### config.mk
export PLATFORM = sky130hd
export DESIGN_NAME = sc_fifo_ext_flat
export DESIGN_NICKNAME = d
export VERILOG_FILES = /design/src/rtl/sc_fifo_ext_if.sv /design/src/rtl/sc_fifo_ext.sv /design/src/flat_wrapper.sv
export SDC_FILE = /design/constraint.sdc
export NUM_CORES = 1
export LEC_CHECK = 0
export BUFFER_PORTS_ARGS = -buffer_cell sky130_fd_sc_hd__clkbuf_2
export CAP_MARGIN = 10
export CORE_MARGIN = 1.5
export CORE_UTILIZATION = 45
export DETAILED_ROUTE_END_ITERATION = 12
export GPL_TIMING_DRIVEN = 1
export SETUP_SLACK_MARGIN = 0.15
export SLEW_MARGIN = 20
export SYNTH_ARGS = -nofsm -noshare
export SYNTH_HDL_FRONTEND = slang
export SYNTH_SLANG_ARGS = --single-unit
### constraint.sdc
create_clock -name clk_i -period 2.45 [get_ports clk_i]
set_clock_uncertainty 0.05 [all_clocks]
set_input_delay 0.49 -clock clk_i [delete_from_list [all_inputs] [get_ports clk_i]]
set_output_delay 0.49 -clock clk_i [all_outputs]
set_load 0.03 [all_outputs]
### src/rtl/sc_fifo_ext_if.sv
// Request/status bundle between a FIFO user (master) and sc_fifo_ext (slave).
interface sc_fifo_ext_if #(
    parameter int unsigned DATA_WIDTH   = 8,
    parameter int unsigned WORDS_AMOUNT = 8
);
    localparam int unsigned ADDR_WIDTH = $clog2(WORDS_AMOUNT);

    logic                  flush_i;
    logic                  wr_i;
    logic [DATA_WIDTH-1:0] wr_data_i;
    logic                  rd_i;
    logic [DATA_WIDTH-1:0] rd_data_o;
    logic                  rd_valid_o;
    logic [ADDR_WIDTH:0]   used_words_o;
    logic                  full_o;
    logic                  empty_o;
    logic                  almost_full_o;
    logic                  almost_empty_o;
    logic                  overflow_o;
    logic                  underflow_o;

    modport slave (
        input  flush_i, wr_i, wr_data_i, rd_i,
        output rd_data_o, rd_valid_o, used_words_o, full_o, empty_o,
               almost_full_o, almost_empty_o, overflow_o, underflow_o
    );

    modport master (
        output flush_i, wr_i, wr_data_i, rd_i,
        input  rd_data_o, rd_valid_o, used_words_o, full_o, empty_o,
               almost_full_o, almost_empty_o, overflow_o, underflow_o
    );
endinterface

### src/rtl/sc_fifo_ext.sv
// Single-clock FIFO on an inferred dual-port RAM with registered status flags,
// optional show-ahead output stage, sticky overflow/underflow and synchronous flush.
module sc_fifo_ext #(
    parameter int unsigned DATA_WIDTH   = 8,
    parameter int unsigned WORDS_AMOUNT = 8,
    parameter int unsigned SHOW_AHEAD   = 1,
    parameter int unsigned AFULL_LEVEL  = WORDS_AMOUNT - 2,
    parameter int unsigned AEMPTY_LEVEL = 2
) (
    input  logic         clk_i,
    input  logic         rst_i,
    sc_fifo_ext_if.slave bus
);
    localparam int unsigned ADDR_WIDTH = $clog2(WORDS_AMOUNT);
    localparam int unsigned UW         = ADDR_WIDTH + 1;
    localparam logic [ADDR_WIDTH-1:0] LastAddr = ADDR_WIDTH'(WORDS_AMOUNT - 1);
    localparam logic [UW-1:0]         FullCnt  = UW'(WORDS_AMOUNT);
    localparam bit                    ShowAhead = (SHOW_AHEAD != 0);

    logic [DATA_WIDTH-1:0] r_mem [WORDS_AMOUNT];
    logic [ADDR_WIDTH-1:0] r_wr_ptr, r_rd_ptr;
    logic [UW-1:0]         r_used;
    logic [DATA_WIDTH-1:0] r_rd_data;
    logic                  r_valid, r_empty, r_full, r_afull, r_aempty, r_ovf, r_udf;

    logic                  w_wr_acc, w_rd_acc, w_ram_rd, w_valid_d, w_empty_d;
    logic [UW-1:0]         w_used_d, w_ram_cnt;
    logic [ADDR_WIDTH-1:0] w_wr_ptr_nxt, w_rd_ptr_nxt;

    always_comb begin
        w_wr_acc     = bus.wr_i && !r_full && !bus.flush_i;
        w_rd_acc     = bus.rd_i && !r_empty && !bus.flush_i;
        w_wr_ptr_nxt = (r_wr_ptr == LastAddr) ? '0 : r_wr_ptr + ADDR_WIDTH'(1);
        w_rd_ptr_nxt = (r_rd_ptr == LastAddr) ? '0 : r_rd_ptr + ADDR_WIDTH'(1);
        // Words still in RAM, i.e. not yet moved into the show-ahead output stage
        w_ram_cnt    = r_used - UW'(r_valid);

        w_used_d = r_used;
        if (bus.flush_i) begin
            w_used_d = '0;
        end else if (w_wr_acc && !w_rd_acc) begin
            w_used_d = r_used + UW'(1);
        end else if (!w_wr_acc && w_rd_acc) begin
            w_used_d = r_used - UW'(1);
        end

        if (ShowAhead) begin
            w_ram_rd  = !bus.flush_i && (w_ram_cnt != '0) && (!r_valid || w_rd_acc);
            w_valid_d = !bus.flush_i && (w_ram_rd || (r_valid && !w_rd_acc));
            w_empty_d = !w_valid_d;
        end else begin
            w_ram_rd  = w_rd_acc;
            w_valid_d = w_rd_acc;
            w_empty_d = (w_used_d == '0);
        end
    end

    always_ff @(posedge clk_i) begin
        if (w_wr_acc) begin
            r_mem[r_wr_ptr] <= bus.wr_data_i;
        end
    end

    always_ff @(posedge clk_i or posedge rst_i) begin
        if (rst_i) begin
            r_wr_ptr  <= '0;
            r_rd_ptr  <= '0;
            r_used    <= '0;
            r_rd_data <= '0;
            r_valid   <= 1'b0;
            r_empty   <= 1'b1;
            r_full    <= 1'b0;
            r_afull   <= (AFULL_LEVEL == 0);
            r_aempty  <= 1'b1;
            r_ovf     <= 1'b0;
            r_udf     <= 1'b0;
        end else begin
            r_used   <= w_used_d;
            r_valid  <= w_valid_d;
            r_empty  <= w_empty_d;
            r_full   <= (w_used_d == FullCnt);
            r_afull  <= (32'(w_used_d) >= AFULL_LEVEL);
            r_aempty <= (32'(w_used_d) <= AEMPTY_LEVEL);
            if (bus.flush_i) begin
                r_wr_ptr  <= '0;
                r_rd_ptr  <= '0;
                r_rd_data <= '0;
                r_ovf     <= 1'b0;
                r_udf     <= 1'b0;
            end else begin
                if (w_wr_acc) begin
                    r_wr_ptr <= w_wr_ptr_nxt;
                end
                if (w_ram_rd) begin
                    r_rd_ptr  <= w_rd_ptr_nxt;
                    r_rd_data <= r_mem[r_rd_ptr];
                end
                if (bus.wr_i && r_full) begin
                    r_ovf <= 1'b1;
                end
                if (bus.rd_i && r_empty) begin
                    r_udf <= 1'b1;
                end
            end
        end
    end

    assign bus.rd_data_o      = r_rd_data;
    assign bus.rd_valid_o     = r_valid;
    assign bus.used_words_o   = r_used;
    assign bus.full_o         = r_full;
    assign bus.empty_o        = r_empty;
    assign bus.almost_full_o  = r_afull;
    assign bus.almost_empty_o = r_aempty;
    assign bus.overflow_o     = r_ovf;
    assign bus.underflow_o    = r_udf;
endmodule

### src/flat_wrapper.sv
// flat-port wrapper written by rule: the top's interface ports become plain ports
module sc_fifo_ext_flat 
#(
    parameter int unsigned DATA_WIDTH   = 8,
    parameter int unsigned WORDS_AMOUNT = 8,
    parameter int unsigned SHOW_AHEAD   = 1,
    parameter int unsigned AFULL_LEVEL  = WORDS_AMOUNT - 2,
    parameter int unsigned AEMPTY_LEVEL = 2
)
  (clk_i, rst_i, bus_flush_i, bus_wr_i, bus_wr_data_i, bus_rd_i, bus_rd_data_o, bus_rd_valid_o, bus_used_words_o, bus_full_o, bus_empty_o, bus_almost_full_o, bus_almost_empty_o, bus_overflow_o, bus_underflow_o);
  sc_fifo_ext_if #(.DATA_WIDTH(DATA_WIDTH), .WORDS_AMOUNT(WORDS_AMOUNT)) bus_i ();
  input  logic clk_i;
  input  logic rst_i;
  input wire logic [$bits(bus_i.flush_i)-1:0] bus_flush_i;
  input wire logic [$bits(bus_i.wr_i)-1:0] bus_wr_i;
  input wire logic [$bits(bus_i.wr_data_i)-1:0] bus_wr_data_i;
  input wire logic [$bits(bus_i.rd_i)-1:0] bus_rd_i;
  output wire logic [$bits(bus_i.rd_data_o)-1:0] bus_rd_data_o;
  output wire logic [$bits(bus_i.rd_valid_o)-1:0] bus_rd_valid_o;
  output wire logic [$bits(bus_i.used_words_o)-1:0] bus_used_words_o;
  output wire logic [$bits(bus_i.full_o)-1:0] bus_full_o;
  output wire logic [$bits(bus_i.empty_o)-1:0] bus_empty_o;
  output wire logic [$bits(bus_i.almost_full_o)-1:0] bus_almost_full_o;
  output wire logic [$bits(bus_i.almost_empty_o)-1:0] bus_almost_empty_o;
  output wire logic [$bits(bus_i.overflow_o)-1:0] bus_overflow_o;
  output wire logic [$bits(bus_i.underflow_o)-1:0] bus_underflow_o;
  assign bus_i.flush_i = bus_flush_i;
  assign bus_i.wr_i = bus_wr_i;
  assign bus_i.wr_data_i = bus_wr_data_i;
  assign bus_i.rd_i = bus_rd_i;
  assign bus_rd_data_o = bus_i.rd_data_o;
  assign bus_rd_valid_o = bus_i.rd_valid_o;
  assign bus_used_words_o = bus_i.used_words_o;
  assign bus_full_o = bus_i.full_o;
  assign bus_empty_o = bus_i.empty_o;
  assign bus_almost_full_o = bus_i.almost_full_o;
  assign bus_almost_empty_o = bus_i.almost_empty_o;
  assign bus_overflow_o = bus_i.overflow_o;
  assign bus_underflow_o = bus_i.underflow_o;
  sc_fifo_ext #(.DATA_WIDTH(DATA_WIDTH), .WORDS_AMOUNT(WORDS_AMOUNT), .SHOW_AHEAD(SHOW_AHEAD), .AFULL_LEVEL(AFULL_LEVEL), .AEMPTY_LEVEL(AEMPTY_LEVEL)) u_core (.clk_i(clk_i), .rst_i(rst_i), .bus(bus_i));
endmodule
Word level (Yosys, flattened, before mapping):

Memories as Yosys holds them, arrays and structs flattened.
Cells that the tools add are included.
W data, S select, Z words.

* memory bits (writable): 64
* logic and storage cells: 65
* memories: 1
* output and inout port bits: 19
* register bits: 25
* bits of input ports: 13

Memory list
* u_core.r_mem: depth 8, width 8, read ports 1, clocked after Yosys merged registers in 0, wr ports 1, line sc_fifo_ext.sv:20 `logic [DATA_WIDTH-1:0] r_mem [WORDS_AMOUNT];`

* eq/ne operators: 3
* muxes and demuxes: 17
* add/sub/neg operators: 5
* $lt $le $gt $ge: 2
* reductions and logical operators: 26

Operators with widths (count)
* $mux W3: 6
* $mux W8: 2
* $logic_and A1 B1 Y1: 12
* $mux W4: 3
* $reduce_bool A2 Y1: 4
* $logic_not A1 Y1: 7
* $add A3 B1 Y3 const B: 2
* $eq A3 B3 Y1 const B: 2
* $mux W1: 6
* $add A4 B1 Y4 const B: 1
* $eq A4 B4 Y1 const B: 1
* $ge A4 B3 Y1 const B: 1
* $le A4 B2 Y1 const B: 1
* $reduce_bool A4 Y1: 1
* $sub A4 B1 Y4: 1
* $sub A4 B1 Y4 const B: 1
* $logic_or A1 B1 Y1: 2

Longest topological paths before layout:

Gate-level depths: netlist of run 1.

* depth in word-level cells: 9
* mapped depth: 8
* gate-level depth less buffers: 7

Worst setup path before layout of run 1:

OpenSTA, ideal clock, no wires.

* path kind: register -> register
* from: register u_core.r_full (netlist: u_core.bus.full_o)
* to: memory u_core.r_mem[0][0], enable pin
* library setup time: 0.383 ns
* setup slack: 0.293 ns
* clock period less this slack: 2.157 ns
* buffers on the path: 0
* stages on the path, launching flop included: 4
* arrival: 1.723 ns
* required time: 2.017 ns
* cell sequence: dfrtp_1 nand2b_1 or3_1 nor3_1

* longest elaborated chain between the ends: 5

Ends and longest elaborated chain
* start, declared: line sc_fifo_ext.sv:24 `logic r_valid, r_empty, r_full, r_afull, r_aempty, r_ovf, r_udf;`
* start signal, assigned: line sc_fifo_ext.sv:81 `r_full <= (w_used_d == FullCnt);`
* $logic_not A1 Y1: line sc_fifo_ext.sv:31 `w_wr_acc = bus.wr_i && !r_full && !bus.flush_i;`
* $logic_and A1 B1 Y1 (2 in a row): line sc_fifo_ext.sv:31
* $mux W1: line sc_fifo_ext.sv:59 `if (w_wr_acc) begin`
* $mux W1 (not written as such): line sc_fifo_ext.sv:60 `r_mem[r_wr_ptr] <= bus.wr_data_i;`
* end, declared: line sc_fifo_ext.sv:20

No other way between the ends.

Worst setup path in the final report of run 1:

* from: register u_core.r_used[0] (netlist: u_core.bus.used_words_o[0])
* to: register u_core.r_rd_data[2] (netlist: u_core.bus.rd_data_o[2])

* longest elaborated chain between the ends: 5

Ends and longest elaborated chain
* start, declared: line sc_fifo_ext.sv:22 `logic [UW-1:0] r_used;`
* start signal, assigned: line sc_fifo_ext.sv:78 `r_used <= w_used_d;`
* $sub A4 B1 Y4: line sc_fifo_ext.sv:36 `w_ram_cnt = r_used - UW'(r_valid);`
* $reduce_bool A4 Y1: line sc_fifo_ext.sv:48 `w_ram_rd = !bus.flush_i && (w_ram_cnt != '0) && (!r_valid || w_rd_acc);`
* $logic_and A1 B1 Y1 (2 in a row): line sc_fifo_ext.sv:48
* $reduce_bool A2 Y1 (no line)
* end signal, assigned: line sc_fifo_ext.sv:96 `r_rd_data <= r_mem[r_rd_ptr];`
* end, declared: line sc_fifo_ext.sv:23 `logic [DATA_WIDTH-1:0] r_rd_data;`

No other way between the ends.
A chain may end at the register's enable or synchronous reset.

==> results of run 1 <==
layout make-up:
class                           instances  area [sq um]  area share
Clock buffer                            9         123.9     0.02952
Clock inverter                          7         100.1     0.02385
Inverter                                5         18.77    0.004472
Multi-Input combinational cell        103         993.5      0.2367
Sequential cell                        89          2550      0.6076
Tap cell                              102         127.6     0.03041
Timing Repair Buffer                   48         282.8     0.06738
through the flow:
step | utilization | hold WS, ps | total power, W
floorplan | - | 465.8 | 0.002836
global placement | 0.5141 | 425.7 | 0.003165
detailed placement | 0.5141 | 426.4 | 0.003170
CTS | 0.5431 | 81.07 | 0.004281
global route | 0.5431 | 114.2 | 0.004446
finish | 0.5431 | 71.25 | 0.004229
power by group through the flow:
| stage | Combinational (W) | Clock, W | Sequential (W) |
|---|---|---|---|
| floorplan | 0.000705 | 0 | 0.00213 |
| detailed placement | 0.00124 | 0 | 0.00193 |
| finish | 0.00122 | 0.00111 | 0.00190 |
| global placement | 0.00123 | 0 | 0.00194 |
| global route | 0.00133 | 0.00119 | 0.00193 |
| CTS | 0.00124 | 0.00114 | 0.00191 |
placed cells by master (no fill, tap or decap), types with 2 or more instances in the layout:
cell,netlist,final
nand2b_1,6,6
nor2_1,13,13
a21oi_1,6,6
mux4_2,16,16
buf_4,2,17
nor4b_1,2,2
xnor2_1,3,3
a21o_1,2,2
dfrtp_1,23,23
nand2_1,8,8
dfstp_2,2,2
nor2b_1,2,2
inv_1,4,4
inv_6,0,2
o2bb2ai_1,10,10
nor3_1,4,4
ha_1,7,7
clkbuf_8,0,9
edfxtp_1,64,64
nor2_2,2,2
clkbuf_2,1,31
or3_1,2,2
mux2i_1,9,9
bufinv_16,0,2
layer usage:
| layer | vias up | track usage |
|---|---|---|
| met2 | 39 | 0.2610 |
| li1 | 894 | - |
| met5 | - | 0 |
| met3 | 8 | 0.02709 |
| met4 | 0 | 0.06282 |
| met1 | 948 | 0.2441 |
cells in the mapped netlist:
master      n
a21oi_1     6
inv_1       4
nor2b_1     2
nand3_1     1
o21ai_0     1
nand2b_1    6
dfstp_2     2
inv_2       1
a21boi_0    1
a211oi_2    1
mux2i_1     9
a211oi_1    1
ha_1        7
mux2_4      1
xnor2_1     3
clkbuf_1    1
a2bb2oi_1   1
nor4b_1     2
buf_2       3
mux4_2     16
nor3_1      4
dfrtp_1    23
o2bb2ai_1  10
edfxtp_1   64
or3_1       2
buf_4       2
nand2b_4    1
a311oi_2    1
clkbuf_2    1
nor2_1     13
or2_2       1
buf_1       2
nor2_2      2
a21o_1      2
nand2_1     8
xor2_1      1
sequential cells by signal, summed over array words and instances, names as in the netlist:
name                       flops
u_core.r_mem                  64
u_core.bus.rd_valid_o          1
u_core.bus.overflow_o          1
u_core.bus.almost_full_o       1
u_core.bus.full_o              1
u_core.r_rd_ptr                3
u_core.bus.used_words_o        4
u_core.bus.rd_data_o           8
u_core.bus.almost_empty_o      1
u_core.bus.empty_o             1
u_core.r_wr_ptr                3
u_core.bus.underflow_o         1
worst max-delay path: cells and delay by family (launching register included):
family / cells / cell delay, ps
buffers and inverters: 1 / 100
AO/OA/AOI/OAI: 2 / 310
flip-flops: 1 / 440
XOR/XNOR: 1 / 140
adder cells (fa/ha/maj): 1 / 210
AND/OR/NAND/NOR: 2 / 720
path summary, 6_finish.rpt:
| kind | startpoint | to | slack (ps) | depth (start not counted) |
|---|---|---|---|---|
| worst min-delay path | rst_i | u_core.r_rd_ptr[1] | 70 | 2 |
| worst min register to register | u_core.bus.rd_data_o[3] | u_core.bus.rd_data_o[3] | 450 | 1 |
| worst max register to register | u_core.bus.used_words_o[0] | u_core.bus.rd_data_o[2] | 410 | 7 |
| min in group clk_i | bus_rd_i | u_core.bus.underflow_o | 360 | 3 |
| worst max-delay path | u_core.bus.used_words_o[0] | u_core.bus.rd_data_o[2] | 410 | 7 |
| max in group asynchronous | rst_i | u_core.bus.almost_empty_o | 1660 | 3 |
cells by family after synthesis:
| kind of cell | after synthesis | share of synthesized area |
|---|---|---|
| AOI/OAI and AO/OA | 24 | 0.05235 |
| xor gates and xnor gates | 4 | 0.009711 |
| muxes | 26 | 0.1290 |
| and+or+nand+nor | 42 | 0.05999 |
| DFF | 89 | 0.7067 |
| adders and majority gates | 7 | 0.02427 |
| buffers and inverters | 14 | 0.01802 |
==> metrics.txt, run 1 <==
status finished clean; Crit-path slowest cell dfrtp_1; Post-CTS Hold Fix Bufs 0; pwr dens 1008 nW/um^2; Initial Util 0.4670; vias per std cell 5.204; Flop pwr share 0.450; Cell variety after synth 36; total core area 7727 sq um; Fmax 0.4892 GHz; Ys Warns 0; Sw Share 0.3251; crit share post-route 0.8344; Die Wd 92.55 um; DRT Pass-1 Iters 4; final setup violation count 0; I/O Pins 32; post-CTS setup buffer count 0; RSZ-0062 raised after global routing no; PnR worst setup slack 405.8 ps; Req. time, crit path 2670 ps; Clock power frac 0.263; maximum fanout along the worst path 10; CP cell instances inv_1 -> ha_1 -> xor2_1 -> nor4b_1 -> a21oi_1 -> nor2_2 -> o2bb2ai_1; vias in the first global route 1896; clk sinks 89; syn nets 226; CTS clock-pin slew for the worst setup and hold paths 90 ps; Place WS 429.8 ps; Worst-Skew Late Latency 350 ps; Die H 92.55 um; cell area after layout 4197 sq um; WL met1 3093 um; met2 wire length 3131 um; Netlist Area Pre-Place 3608 sq um; Hold Path Class in2async; Comb power frac 0.288; gate count of the mapped netlist 206; P_int 0.002854 W; Final Wtd Congestion 0.7227; syn avg cell area 17.52 sq um; antenna cell count 0; final cell count without fillers 363; Leak 1.579 nW; DR iter-0 viols 143; startpoint types flip-flop; DRC violations left 0; die area 8565 sq um; Area Growth Syn to Fin 16.30%; deepest clock path buffer count 2; IO Port Bufs 31; layout cells sized above 1 0.3410; MaxCap Viol Count 0; CTS root buf clkbuf_8; DP Cell Count 347; H-tree Lvls 3; VDD IR max 459.0 uV; post-layout min period 2044 ps; Worst-Margin Slew 576.4 ps; Post-layout nets 276; Slew headroom 0.6157; Resized Gates After CTS 0; Via Count 1889; Routed Antenna Nets 0; crit-path max cell delay 440 ps; Max Used Layer met4; TritonCTS clock tree built; setup TNS 0 ps; WL final 6521 um; initial antenna violation count 0; Synth area leaders edfxtp_1 (53%), dfrtp_1 (16%), mux4_2 (10%); pin count of the biggest net entering global routing 19; Total GRT Usage 0.1692; met3 WL post-DR 211 um; Std-Cell Rows 32; DR WL/cell 17.96 um; worst path arrival time 2260 ps; Setup crit end kind flip-flop; sw power 0.001375 W; fillers 639; Slew Viols, Final 0; GRT Residual Overflow 0; Yosys reg bits 89; TritonCTS Buffers 9; Synth top area share 0.5326; Placement Cell Area 3973 sq um; post-synth top area cell edfxtp_1; Seq/Total Area, Yosys 0.7067; Final Hold Viols 0; Detailed Place HPWL 4540 um; crit path kind reg2reg; first-pass GRT wire length 10360 um
Note: power is estimated with default switching activity, not from simulation.
==> run 2: changes to the inputs <==
Settings changed: PLACE_DENSITY set to 0.65.
Clock period 2.45 ns to 1.8 ns, I/O delays scaled along.
==> run 2 against run 1 <==
  * Via count is 3.3% higher
  * Die area stayed put
  * Critical endpoint is now u_core.bus.rd_data_o[5]
  * Non-clock buffer count is 13 higher
  * Power is 45% higher
  * Maximum frequency is 21% higher
  * Cell count is 3.9% higher
  * First-iteration DRC count is 15% lower
  * Clock power is 18% higher
  * Largest cell class unchanged
  * Flip-flop and latch count stayed put
  * Highest routed layer unchanged
  * Cell area is 11% higher
  * Utilization is 5.8 points higher
  * Wire length is 2.4% higher
==> metrics.txt, run 2 (synthesized netlist as in run 1, its figures left out) <==
Post-layout nets 290 (+5.1%); Initial Util 0.4670 (unchanged); fillers 560 (-12%); Worst-Skew Late Latency 350 ps (about the same); antenna cell count 0 (unchanged); WL final 6676 um (+2.4%); VDD IR max 549.0 uV (+20%); commonest non-fill, non-tap cell in the layout edfxtp_1; Req. time, crit path 2030 ps (-640 ps); setup TNS 0 ps (unchanged); CTS clock-pin slew for the worst setup and hold paths 100 ps (about the same); worst setup path endpoint u_core.bus.rd_data_o[5]; Comb power frac 0.367 (+0.079); Setup crit end kind flip-flop; layout cells sized above 1 0.4982 (+0.1572); Hold Path Class in2reg; maximum fanout along the worst path 5 (-5); PnR worst setup slack 107.2 ps (-298.6 ps); DRC violations left 0 (unchanged); post-layout min period 1693 ps (-351.4 ps); TritonCTS clock tree built; initial antenna violation count 0 (unchanged); GRT Residual Overflow 0 (unchanged); Final Hold Viols 0 (unchanged); TritonCTS Buffers 9 (unchanged); RSZ-0062 raised after global routing yes; Setup crit start u_core.bus.used_words_o[0]; Slew headroom 0.6449 (+0.02914); IO Port Bufs 31 (unchanged); Die Wd 92.55 um (unchanged); I/O Pins 32 (unchanged); Std-Cell Rows 32 (unchanged); FF-to-FF End u_core.bus.rd_data_o[5]; crit share post-route 0.9404 (+0.1061); hold_ws 230.5 ps (+159.2 ps); area occupied by multi-input gates 1237 sq um (+25%); Die H 92.55 um (unchanged); Most flops, register u_core.r_mem; DR WL/cell 17.71 um (-1.4%); Fmax 0.5908 GHz (+21%); P_int 0.003993 W (+40%); Place WS 35.34 ps (-394.5 ps); status finished clean; die area 8565 sq um (unchanged); CTS root buf clkbuf_8; register area 2556 sq um (+0.25%); Worst R2R Start u_core.bus.used_words_o[0]; clk sinks 89 (unchanged); startpoint types flip-flop; DR iter-0 viols 122 (-15%); Detailed Place HPWL 4206 um (-7.4%); deepest clock path buffer count 2 (unchanged); total core area 7727 sq um (unchanged); max FFs per register 64 (unchanged); hold_sp bus_wr_data_i[2]; pwr dens 1324 nW/um^2 (+31%); MaxCap Viol Count 0 (unchanged); Clock power frac 0.213 (-0.050); crit path kind reg2reg; Area Growth Syn to Fin 28.71%; worst path arrival time 1920 ps (-340 ps); Worst-Margin Slew 532.7 ps (-43.71 ps); vias per std cell 5.175 (-0.55%); most frequent cells in the layout edfxtp_1 (64), clkbuf_2 (30), dfrtp_1 (18); Leak 1.702 nW (+7.7%); R2R depth 8 (+1); Slew Viols, Final 0 (unchanged); pin count of the biggest net entering global routing 26 (+7); Flop pwr share 0.421 (-0.029); Final Wtd Congestion 0.7930 (+9.7%); first-pass GRT wire length 10330 um (-0.33%); Via Count 1951 (+3.3%); Sw Share 0.3506 (+0.02547); Total GRT Usage 0.1662 (-0.002998); reg2reg setup slack 110 ps (-300 ps); Routed Antenna Nets 0 (unchanged); sw power 0.002155 W (+57%); vias in the first global route 2013 (+6.2%); DRT Pass-1 Iters 4 (unchanged); final setup violation count 0 (unchanged); H-tree Lvls 3 (unchanged)
run 2: changes by cell type in the layout (fill, tap and decap cells not counted), sizes merged:
cell / before / now
dlygate4sd3: 0 / 1
buf: 17 / 30
clkinv: 1 / 3
clkinvlp: 1 / 2
nor2: 15 / 16
clkbuf: 40 / 39
inv: 8 / 7
bufinv: 2 / 0
run 2: layer usage:
layer | vias up | GRT usage | share of wire
met4 | 0 | 0.05000 | 0.0093
met2 | 39 | 0.2672 | 0.51
met3 | 6 | 0.04187 | 0.045
met1 | 978 | 0.2246 | 0.44
li1 | 928 | - | -
met5 | - | 0 | 0
run 2: power groups by stage:
stage	clock network (W)	logic, W	registers (W)
after CTS	0.00134	0.00206	0.00258
after detailed placement	0	0.00187	0.00264
after global routing	0.00143	0.00242	0.00261
after floorplan	0	0.00107	0.00292
after global placement	0	0.00185	0.00264
final	0.00131	0.00225	0.00259
run 2: worst max-delay path: stages (launching register included):
cell,delay (ps)
dfrtp_2,390
inv_2,60
ha_4,150
xor2_1,140
nor4b_2,300
a21oi_2,80
buf_4,170
nor2_4,150
o2bb2ai_1,130
run 2: worst min-delay path by stage:
stage / endpoint / cells past startpoint
final: u_core.r_mem[7][2] / 1
after global routing: u_core.r_mem[7][3] / 1
after CTS: u_core.r_mem[7][2] / 1
after detailed placement: u_core.r_rd_ptr[1] / 3
after global placement: u_core.r_rd_ptr[1] / 3
after floorplan: u_core.bus.almost_full_o / 1
run 2: through the flow:
step / total power (W) / cell area, sq um / std cells / util
finish: 0.006149 / 4644 / 377 / 0.6010
global route: 0.006462 / 4644 / 377 / 0.6010
CTS: 0.005990 / 4501 / 375 / 0.5824
detailed placement: 0.004501 / 4174 / 347 / 0.5402
global placement: 0.004494 / 4174 / 347 / 0.5402
floorplan: 0.003988 / 3735 / 206 / -
run 2: repair_timing:
action,in CTS,in global routing
buffers inserted,10,2
endpoints found under the hold margin,23,0
pin swaps,7,5
gates resized for setup,5,24
hold buffers,1,0
endpoints found under the setup margin,32,73
cloned,1,0
run 2: cell type report:
cell class | count | share of cell area
inverters | 5 | 0.004041
flip-flops and latches | 89 | 0.5504
multi-input cells | 104 | 0.2664
well taps | 102 | 0.02748
repair buffers | 61 | 0.1086
clock inverters | 7 | 0.01643
clock buffers | 9 | 0.02667
==> run 3: changes to the inputs <==
Settings changed: CORE_UTILIZATION 45 to 30, PLACE_DENSITY 0.65 to unset.
==> run 3 against run 2 <==
  * Critical path depth shrank 1
  * Sequential power is essentially flat
  * Cell area grew 1.3%
  * Combinational power shrank 7%
  * Flip-flop and latch count is the same
  * Count of clock-buffer cells in the layout is the same
  * Critical path type unchanged
  * Critical endpoint is now u_core.bus.rd_data_o[7]
==> metrics.txt, run 3 (synthesized netlist as in run 1, its figures left out) <==
I/O Pins 32 (unchanged); crit path kind reg2reg; DRC violations left 0 (unchanged); pin count of the biggest net entering global routing 26 (unchanged); Final Wtd Congestion 0.7699 (-2.9%); FF-to-FF End u_core.bus.rd_data_o[7]; final setup violation count 0 (unchanged); H-tree Lvls 3 (unchanged); reg2reg setup slack 70 ps (-40 ps); Total GRT Usage 0.1189 (-0.04734); IO Port Bufs 31 (unchanged); post-layout min period 1729 ps (+36.09 ps); Area Growth Syn to Fin 30.41%; Initial Util 0.3120 (-0.1549); crit share post-route 0.9605 (+0.02005); DRT Pass-1 Iters 5 (+1); Tot Pwr 0.006574 W (+6.9%); pwr dens 1397 nW/um^2 (+5.5%); total core area 11560 sq um (+50%); Worst-Skew Late Latency 330 ps (-20 ps); Req. time, crit path 2000 ps (-30 ps); Die H 112.7 um (+22%); CTS clock-pin slew for the worst setup and hold paths 70 ps (-30 ps); initial antenna violation count 0 (unchanged); maximum fanout along the worst path 5 (unchanged); VDD IR max 485.7 uV (-12%); Post-layout nets 295 (+1.7%); CTS root buf clkbuf_16; Slew headroom 0.7471 (+0.1023); Via Count 2054 (+5.3%); Hold Path Class in2async; vias in the first global route 2000 (-0.65%); MaxCap Viol Count 0 (unchanged); hold_ws 17.17 ps (-213.3 ps); R2R depth 7 (-1); startpoint types flip-flop; PnR worst setup slack 71.15 ps (-36.09 ps); DR WL/cell 17.04 um (-3.7%); Slew Viols, Final 0 (unchanged); Routed Antenna Nets 0 (unchanged); vias per std cell 4.856 (-6.2%); Detailed Place HPWL 4560 um (+8.4%); DR iter-0 viols 92 (-25%); Fmax 0.5784 GHz (-2.1%); max FFs per register 64 (unchanged); layout cells sized above 1 0.4964 (-0.001753); worst path arrival time 1930 ps (about the same); RSZ-0062 raised after global routing yes; Leak 1.743 nW (+2.4%); Most flops, register u_core.r_mem; Place WS -11.45 ps (-46.79 ps); Worst R2R Start u_core.bus.rd_valid_o; TritonCTS clock tree built; TritonCTS Buffers 9 (unchanged); most frequent cells in the layout edfxtp_1 (64), clkbuf_2 (31), buf_4 (27); Worst-Margin Slew 379.3 ps (-153.4 ps); first-pass GRT wire length 11070 um (+7.1%); setup TNS 0 ps (unchanged); antenna cell count 0 (unchanged); Die Wd 112.7 um (+22%); deepest clock path buffer count 2 (unchanged); Post-CTS Hold Fix Bufs 0 (-1); clk sinks 89 (unchanged); Final Hold Viols 0 (unchanged); Setup crit end kind flip-flop; commonest non-fill, non-tap cell in the layout edfxtp_1; GRT Residual Overflow 0 (unchanged); WL final 7210 um (+8.0%); status finished clean; Layout Utilization 0.4069 (-0.1941); die area 12700 sq um (+48%); Std-Cell Rows 39 (+22%)
run 3: final cells by class:
type | instances | area [sq um]
Clock buffer | 9 | 225.2
Clock inverter | 7 | 77.57
Fill cell | 1022 | 6859
Inverter | 5 | 18.77
Multi-Input combinational cell | 104 | 1166
Sequential cell | 89 | 2556
Tap cell | 143 | 178.9
Timing Repair Buffer | 66 | 483.0
run 3: what timing repair did:
| item | 4_1_cts | 5_1_grt |
|---|---|---|
| gates cloned | 1 | 1 |
| pin swaps | 3 | 5 |
| resized for setup | 5 | 13 |
| setup buffers | 5 | 9 |
| setup endpoints to repair | 37 | 69 |
run 3: per-stage QoR:
step,instance area (sq um),std cells
6_report,4706,423
2_1_floorplan,3735,206
5_1_grt,4706,423
3_5_place_dp,4198,391
4_1_cts,4563,413
3_3_place_gp,4198,391
run 3: where the power goes:
group / switching (W) / internal [W] / total [W]
registers: 0.000167 / 0.00243 / 0.00259
clock network: 0.000793 / 0.00109 / 0.00188
logic: 0.00116 / 0.000941 / 0.00210
total: 0.00212 / 0.00446 / 0.00657
run 3: metal layers:
layer  routed length, um  vias up  global-route usage
met5                   0        -                   0
met1                3301     1073              0.1558
met2                3568       36              0.1902
met3                 223        8             0.02808
li1                    -      937                   -
met4                 116        0             0.05063
run 3: worst max-delay path, stage by stage, from the launching register on:
cell       delay, ps
dfrtp_2          420
ha_4             160
xor2_1           140
nor4b_2          290
a21oi_2          100
buf_4            160
nor2_4           180
o2bb2ai_1        150
run 3: worst max-delay path by stage:
stage / from / cells past startpoint / to
floorplan: u_core.bus.full_o / 3 / u_core.r_mem[0][0]
global placement: bus_wr_i / 8 / u_core.bus.almost_full_o
detailed placement: bus_wr_i / 8 / u_core.bus.almost_full_o
CTS: u_core.bus.used_words_o[0] / 8 / u_core.bus.rd_data_o[7]
global route: u_core.bus.rd_valid_o / 7 / u_core.bus.rd_data_o[0]
finish: u_core.bus.rd_valid_o / 7 / u_core.bus.rd_data_o[7]
